--- config.mk ---
export PLATFORM = sky130hd
export DESIGN_NAME = jk_excitation_driver
export DESIGN_NICKNAME = d
export VERILOG_FILES = /design/src/rtl/jk_excitation_driver.sv
export SDC_FILE = /design/constraint.sdc
export NUM_CORES = 1
export LEC_CHECK = 0
export CORE_AREA = 4 4 62 58
export CTS_CLUSTER_SIZE = 40
export DETAILED_ROUTE_END_ITERATION = 8
export DIE_AREA = 0 0 66 62
export GPL_TIMING_DRIVEN = 1
export PLACE_DENSITY_LB_ADDON = 0.1
export RECOVER_POWER = 50
export SLEW_MARGIN = 10
export SYNTH_ARGS = -nofsm -noshare
export SYNTH_HDL_FRONTEND = slang
export SYNTH_SLANG_ARGS = --single-unit
--- constraint.sdc ---
create_clock -name clk -period 4.3 [get_ports clk]
set_clock_uncertainty 0.1 [all_clocks]
set_input_delay 0.43 -clock clk [delete_from_list [all_inputs] [get_ports clk]]
set_output_delay 0.43 -clock clk [all_outputs]
set_load 0.01 [all_outputs]
--- src/rtl/jk_excitation_driver.sv ---
// Drives J/K excitation into a JK flip-flop bank until its Q matches a target.
// One-cycle drive, readback compare with timeout, bounded re-drive, done/err pulse.
module jk_excitation_driver #(
    parameter int WIDTH       = 8,
    parameter int MODE_TOGGLE = 0,
    parameter int TIMEOUT     = 4,
    parameter int MAX_RETRY   = 1
) (
    input  logic             clk,
    input  logic             reset,
    input  logic             tgt_valid,
    input  logic [WIDTH-1:0] tgt_data,
    output logic             tgt_ready,
    input  logic [WIDTH-1:0] q_fb,
    output logic [WIDTH-1:0] j,
    output logic [WIDTH-1:0] k,
    output logic             busy,
    output logic             done,
    output logic             err
);

    localparam int CW = $clog2(TIMEOUT + 1);
    localparam int RW = $clog2(MAX_RETRY + 2);
    localparam logic [CW-1:0] CNT_LAST  = CW'(TIMEOUT - 1);
    localparam logic [RW-1:0] RETRY_MAX = RW'(MAX_RETRY);

    typedef enum logic [1:0] {
        IDLE  = 2'd0,
        DRIVE = 2'd1,
        CHECK = 2'd2
    } state_t;

    state_t state;
    state_t state_nxt;

    logic [WIDTH-1:0] tgt;
    logic [WIDTH-1:0] tgt_nxt;
    logic [WIDTH-1:0] j_nxt;
    logic [WIDTH-1:0] k_nxt;
    logic [WIDTH-1:0] exc_tgt;
    logic [WIDTH-1:0] diff;
    logic [CW-1:0]    cnt;
    logic [CW-1:0]    cnt_nxt;
    logic [RW-1:0]    retry;
    logic [RW-1:0]    retry_nxt;
    logic             done_nxt;
    logic             err_nxt;
    logic             accept;
    logic             match;
    logic             expired;
    logic             can_retry;

    assign accept    = tgt_valid && (state == IDLE);
    assign match     = (q_fb == tgt);
    assign expired   = (cnt == CNT_LAST);
    assign can_retry = (retry < RETRY_MAX);

    assign busy      = (state != IDLE);
    assign tgt_ready = (state == IDLE);

    // A fresh accept excites toward the incoming word; a retry uses the held target.
    assign exc_tgt = (state == IDLE) ? tgt_data : tgt;
    assign diff    = q_fb ^ exc_tgt;

    always_ff @(posedge clk or posedge reset) begin
        if (reset) begin
            state <= IDLE;
        end else begin
            state <= state_nxt;
        end
    end

    always_comb begin
        state_nxt = state;
        unique case (state)
            IDLE: begin
                if (accept) begin
                    state_nxt = DRIVE;
                end
            end
            DRIVE: begin
                state_nxt = CHECK;
            end
            CHECK: begin
                if (match) begin
                    state_nxt = IDLE;
                end else if (expired) begin
                    state_nxt = can_retry ? DRIVE : IDLE;
                end
            end
            default: begin
                state_nxt = IDLE;
            end
        endcase
    end

    always_comb begin
        j_nxt     = '0;
        k_nxt     = '0;
        done_nxt  = 1'b0;
        err_nxt   = 1'b0;
        tgt_nxt   = tgt;
        cnt_nxt   = cnt;
        retry_nxt = retry;

        // Excitation lives only in the DRIVE cycle; unchanged bits hold.
        if (state_nxt == DRIVE) begin
            if (MODE_TOGGLE != 0) begin
                j_nxt = diff;
                k_nxt = diff;
            end else begin
                j_nxt = diff & exc_tgt;
                k_nxt = diff & ~exc_tgt;
            end
        end

        unique case (state)
            IDLE: begin
                if (accept) begin
                    tgt_nxt   = tgt_data;
                    cnt_nxt   = '0;
                    retry_nxt = '0;
                end
            end
            CHECK: begin
                if (match) begin
                    done_nxt = 1'b1;
                end else if (expired) begin
                    cnt_nxt = '0;
                    if (can_retry) begin
                        retry_nxt = retry + 1'b1;
                    end else begin
                        err_nxt = 1'b1;
                    end
                end else begin
                    cnt_nxt = cnt + 1'b1;
                end
            end
            default: begin
            end
        endcase
    end

    always_ff @(posedge clk or posedge reset) begin
        if (reset) begin
            j     <= '0;
            k     <= '0;
            done  <= 1'b0;
            err   <= 1'b0;
            tgt   <= '0;
            cnt   <= '0;
            retry <= '0;
        end else begin
            j     <= j_nxt;
            k     <= k_nxt;
            done  <= done_nxt;
            err   <= err_nxt;
            tgt   <= tgt_nxt;
            cnt   <= cnt_nxt;
            retry <= retry_nxt;
        end
    end

endmodule
==> results.json, run 1 <==
{
  "synth_top_area_share_pct": 56.4,
  "grt_pass1_vias": 1033,
  "fin_area_um2": 1950,
  "power.switching_mw": 0.339,
  "totalWireLength_um": 2830,
  "synth_fa_ha_area_share_pct": 1.71,
  "yosys.area_share.simple_pct": 8.80,
  "drive_above_1_share_pct": 12.9,
  "cts_max_level": 2,
  "num_rows": 19,
  "die_h_um": 62,
  "drtIter0Drc": 36,
  "drtPass1Iterations": 6,
  "grt-ovfl-total": 0,
  "synth_most_common_cell": "dfrtp_1",
  "fin_tns_setup_ns": 0,
  "cp_max_fo": 12,
  "cts-buffers-inserted": 5,
  "pwr-share-comb_pct": 38.1,
  "grt_max_degree": 30,
  "clk_path_buf_depth": 2,
  "yosys-top-cells-count": "33 x dfrtp_1, 15 x nand2_1, 11 x mux2i_1",
  "status": "finished, final reports clean",
  "area_growth_pct": 32.9,
  "synth_mux_area_share_pct": 14.4,
  "syn_area_per_cell_um2": 12.2,
  "cp.required_ns": 3.77,
  "synth-compound-area-share_pct": 10.2,
  "antenna_found_initial": 0,
  "path_clk_slew_ns": 0.10,
  "cts_resized": 0,
  "power_mw": 1.02,
  "yosys_warnings": 0,
  "synth_top_family_by_area": "multiplexers",
  "start_util_pct": 49.3,
  "cts_tree": "done",
  "crit_chain": "nor2_1 > buf_4 > clkdlybuf4s50_1",
  "leakagePower_nw": 0.889,
  "wl_per_cell_um": 13.8,
  "die_x_um": 66,
  "slew_headroom_pct": 33.9,
  "coreArea_um2": 2970,
  "vias": 1041,
  "routabilityCongestion": 0.763,
  "startpoint_type": "register",
  "n_fill_cell": 241,
  "postSynthCellCount": 120,
  "cts_hold_buf": 0,
  "clockPowerShare_pct": 19.4,
  "max_stage_delay_ns": 0.57,
  "fin_crit_sh_pct": 51.2,
  "fin_crit_ns": 2.20,
  "clock-sinks": 33,
  "syn-num-nets": 141,
  "rsz0062_at_grt": "false",
  "arrival_ns": 1.67,
  "ant_nets": 0,
  "intPower_mw": 0.682,
  "switching_share_pct": 33.2,
  "track_usage_pct": 15.4,
  "synth-edff-count": 0,
  "io_buffers": 38,
  "avgViaCountPerCell": 5.08,
  "synthTopCellsByArea": "dfrtp_1 56%, mux2i_1 7.5%, mux2_2 6.9%",
  "syn_area_um2": 1470,
  "yosysSeqAreaShare_pct": 56.4,
  "grt_pass1_wl_um": 4640,
  "crit_slowest_cell": "clkdlybuf4s50_1",
  "final_util_pct": 65.5,
  "irDropWorstVdd_mv": 0.316,
  "final_nets": 183,
  "num_antenna_cells": 0,
  "tightest_slew_ns": 0.989,
  "min_path_type": "register to register",
  "synthXorXnorAreaFrac_pct": 4.78,
  "synthArstFlopShare_pct": 100,
  "maxSlewViolCount": 0,
  "dp_hpwl_um": 2050,
  "setup_viol": 0,
  "worstSkewPairLatency_ns": 0.32,
  "path_class": "register to primary output",
  "final_hold_viol_count": 0,
  "die_area_um2": 4090,
  "synth_top_area_cell": "dfrtp_1",
  "clockRootBuffer": "clkbuf_4",
  "powerDensity_nw_per_um2": 524,
  "synth_seq_cells": 33,
  "post_cts_buffers": 0,
  "dpl-instance-area_um2": 1880,
  "drc": 0,
  "crit_path_end_kind": "primary output",
  "synth_cell_types": 25,
  "cap_violations": 0,
  "seqPwrFrac_pct": 42.5,
  "io_pins": 39,
  "fmax_mhz": 454,
  "synth_ff_type": "dfrtp_1",
  "hold_ws_ns": 0.378
}
[routing by layer]
layer	track usage [%]	up-vias	wire, um
met4	7.54	0	27
met3	4.86	5	145
met2	27.0	26	1440
li1	-	507	-
met5	0	-	0
met1	17.2	503	1220
[cells by family after synthesis]
group | after synthesis
flops | 33
simple gates | 25
compound gates | 21
mux | 20
buf+inv | 11
xor+xnor | 8
fa+ha+maj | 2
[state kept, by name, indices dropped and copies added, names as in the netlist]
name and cells:
j 8, err 1, k 8, tgt 8, done 1, retry 2
cnt 3, state 2
[cell usage in the layout, fill, tap and decap left out, drive strengths merged, types with 2 or more instances in the layout]
cell type,Yosys,routed
a211oi,8,8
a21oi,9,9
clkbuf,1,8
clkdlybuf4s50,0,29
dfrtp,33,33
dlygate4sd3,0,9
ha,2,2
inv,6,6
mux2,9,9
mux2i,11,11
nand2,15,15
nand4,2,2
nor2,2,2
xnor2,8,8
[power groups by stage]
stage / clock, mW / sequential (mW) / combinational, mW
final: 0.198 / 0.434 / 0.388
after global routing: 0.220 / 0.444 / 0.424
after CTS: 0.205 / 0.434 / 0.396
after detailed placement: 0 / 0.441 / 0.394
after global placement: 0 / 0.436 / 0.388
after floorplan: 0 / 0.442 / 0.256
[metrics by stage]
| step | setup WS [ns] | cells |
|---|---|---|
| after floorplan | 2.69 | 120 |
| after global placement | 1.90 | 197 |
| after detailed placement | 1.84 | 197 |
| after CTS | 2.08 | 205 |
| after global routing | 2.01 | 205 |
| final | 2.10 | 205 |
[final timing paths]
check	slack, ns	start	cells past startpoint	to
setup / recovery	2.10	state[1]$_DFF_PP0_	3	tgt_ready
hold / removal	0.38	retry[0]$_DFFE_PP0P_	1	retry[0]$_DFFE_PP0P_
setup reg to reg	2.17	state[1]$_DFF_PP0_	4	tgt[1]$_DFFE_PP0P_
hold reg to reg	0.38	retry[0]$_DFFE_PP0P_	1	retry[0]$_DFFE_PP0P_
max in group asynchronous	2.46	reset	3	cnt[2]$_DFFE_PP0P_
min in group asynchronous	0.58	reset	2	cnt[0]$_DFFE_PP0P_
[layout make-up]
cell class | instances | area, um^2 | share of cell area [%]
inverter | 6 | 22.5 | 1.16
clock inverter | 1 | 5.00 | 0.257
timing repair buffer | 40 | 392 | 20.1
tap | 42 | 52.6 | 2.70
sequential | 33 | 826 | 42.4
clock buffer | 7 | 65.1 | 3.34
multi-input combinational | 76 | 584 | 30.0
[critical path: cells and delay by family, from the launching register on]
family | cells | cell delay [ns]
buffers and inverters | 2 | 0.81
DFF | 1 | 0.43
and+or+nand+nor | 1 | 0.10
Note: power is estimated with default switching activity, not from simulation.
==> run 2, diff against run 1 <==
--- a/config.mk
+++ b/config.mk
@@ -5,10 +5,10 @@
 export SDC_FILE = /design/constraint.sdc
 export NUM_CORES = 1
 export LEC_CHECK = 0
-export CORE_AREA = 4 4 62 58
+export CORE_AREA = 4 4 67 63
 export CTS_CLUSTER_SIZE = 40
 export DETAILED_ROUTE_END_ITERATION = 8
-export DIE_AREA = 0 0 66 62
+export DIE_AREA = 0 0 71 67
 export GPL_TIMING_DRIVEN = 1
 export PLACE_DENSITY_LB_ADDON = 0.1
 export RECOVER_POWER = 50
==> constraint.sdc (replaced) <==
create_clock -name clk -period 1.85 [get_ports clk]
set_clock_uncertainty 0.1 [all_clocks]
set_input_delay 0.185 -clock clk [delete_from_list [all_inputs] [get_ports clk]]
set_output_delay 0.185 -clock clk [all_outputs]
set_load 0.01 [all_outputs]
==> run 2 against run 1 <==
  * Die area up 16%
  * Non-clock buffer count up 16
  * Sequential power up 130%
  * Critical path depth up 1
  * Via count up 3.3%
  * Sequential share of layout area down 2.9 points
  * Setup slack worse by 2.0 ns
  * Wire length up 5.3%
  * Core utilization down 7.0 points
  * Critical path type unchanged
  * Critical endpoint is now busy
  * Largest power group unchanged
  * Highest routed layer unchanged
==> results.json, run 2 (same netlist as run 1, synthesis figures left out) <==
{
  "status": "finished, final reports clean",
  "crit_slowest_cell": "clkdlybuf4s50_1",
  "worst_hold_startpoint": "retry[0]$_DFFE_PP0P_",
  "drtIter0Drc": 42,
  "drive_above_1_share_pct": 20.8,
  "cts_tree": "done",
  "clk_path_buf_depth": 2,
  "fin_crit_sh_pct": 94.6,
  "final_hold_viol_count": 0,
  "coreArea_um2": 3570,
  "place_ws_ns": -0.0727,
  "r2r_slack_ns": 0.17,
  "grt_pass1_wl_um": 4970,
  "irDropWorstVdd_mv": 0.713,
  "drtPass1Iterations": 2,
  "min_path_type": "register to register",
  "fmax_mhz": 571,
  "placed_cells": 215,
  "largest_registers": "j x8, k x8, tgt x8",
  "vias": 1075,
  "cp.required_ns": 1.56,
  "final_cells": 224,
  "multiInputGateArea_um2": 584,
  "regArea_um2": 826,
  "layout_common_cells": "33 x dfrtp_1, 26 x clkdlybuf4s50_1, 17 x buf_4",
  "totalWireLength_um": 2980,
  "dp_hpwl_um": 2280,
  "grt-ovfl-total": 0,
  "grt_max_degree": 34,
  "slew_headroom_pct": 47.5,
  "worstSetupStartpoint": "state[1]$_DFF_PP0_",
  "cts_max_level": 2,
  "clock-sinks": 33,
  "final_util_pct": 58.5,
  "wl_met2_um": 1400,
  "setup_viol": 0,
  "powerDensity_nw_per_um2": 1210,
  "crit_chain": "nor2_1 > buf_4 > inv_1 > clkdlybuf4s50_1",
  "arrival_ns": 1.47,
  "drc": 0,
  "num_rows": 21,
  "finalWorstSetupSlack_ns": 0.0990,
  "die_area_um2": 4760,
  "fin_crit_ns": 1.75,
  "num_antenna_cells": 0,
  "wl_per_cell_um": 13.3,
  "layout_commonest_cell": "dfrtp_1",
  "io_buffers": 38,
  "reg2reg_from": "tgt[2]$_DFFE_PP0P_",
  "antenna_found_initial": 0,
  "wl_met3_um": 215,
  "path_class": "register to primary output",
  "crit_path_end_kind": "primary output",
  "m1WireLength_um": 1340,
  "io_pins": 39,
  "worstSkewPairLatency_ns": 0.27,
  "worstHoldEndpoint": "retry[0]$_DFFE_PP0P_",
  "grt_pass1_vias": 1068,
  "die_x_um": 71,
  "path_clk_slew_ns": 0.06,
  "avgViaCountPerCell": 4.80,
  "worstReg2RegEnd": "state[1]$_DFF_PP0_",
  "fin_area_um2": 2090,
  "cp_max_fo": 5,
  "hold_ws_ns": 0.397,
  "track_usage_pct": 13.8,
  "hold_depth": 1,
  "cap_violations": 0,
  "max_stage_delay_ns": 0.52,
  "ant_nets": 0,
  "cts-buffers-inserted": 5,
  "rsz0062_at_grt": "false",
  "tightest_slew_ns": 0.788,
  "start_util_pct": 41.0,
  "startpoint_type": "register",
  "routabilityCongestion": 0.754,
  "cts_hold_buf": 0,
  "rr_worst_depth": 5,
  "area_growth_pct": 42.8,
  "dpl-instance-area_um2": 1990,
  "maxSlewViolCount": 0,
  "die_h_um": 67,
  "clockRootBuffer": "clkbuf_8",
  "top_layer_used": "met4",
  "final_nets": 199,
  "leakagePower_nw": 0.983,
  "n_fill_cell": 316
}
## run 2: cell count changes in the layout (fill, tap and decap cells not counted), sizes merged
cell           previous run  this run
buf                       1        17
clkdlybuf4s50            29        26
dlygate4sd3               9        11
clkinv                    1         0
dlymetal6s2s              0         1
## run 2: area by class of cell
class	instances	area share [%]
Clock buffer	7	4.13
Inverter	6	1.08
Multi-Input combinational cell	76	27.9
Sequential cell	33	39.5
Tap cell	46	2.75
Timing Repair Buffer	56	24.6
## run 2: timing repair
action                                  in CTS  in global routing
resized for setup                            0                  1
endpoints found under the setup margin       0                  2
buffers inserted                             0                  2
## run 2: metrics by stage
step	power, mW	TNS (ns)
after global routing	2.70	0
after detailed placement	2.02	-0.275
final	2.54	0
after CTS	2.55	0
after floorplan	1.62	0
after global placement	1.99	-0.110
## run 2: how the worst max path moves through the flow
| stage | slack (ns) | cells past startpoint | to |
|---|---|---|---|
| floorplan | 0.27 | 4 | retry[1]$_DFFE_PP0P_ |
| global placement | -0.05 | 6 | state[1]$_DFF_PP0_ |
| detailed placement | -0.07 | 6 | state[1]$_DFF_PP0_ |
| CTS | 0.02 | 3 | tgt_ready |
| global route | 0.04 | 4 | busy |
| finish | 0.1 | 4 | busy |
## run 2: power breakdown
| group | switching (mW) | total, mW | internal, mW |
|---|---|---|---|
| clock | 0.222 | 0.517 | 0.294 |
| sequential | 0.118 | 1.01 | 0.890 |
| combinational | 0.451 | 1.01 | 0.563 |
## run 2: routing by layer
metal / global-route usage (%) / vias up
met1: 16.6 / 510
li1: - / 534
met2: 22.5 / 27
met4: 4.93 / 0
met3: 5.43 / 4
met5: 0 / -
## run 2: worst max-delay path, delay by kind of cell (launching register included)
family | cells | cell delay, ns
DFF | 1 | 0.42
and+or+nand+nor | 1 | 0.06
buffers and inverters | 3 | 0.72
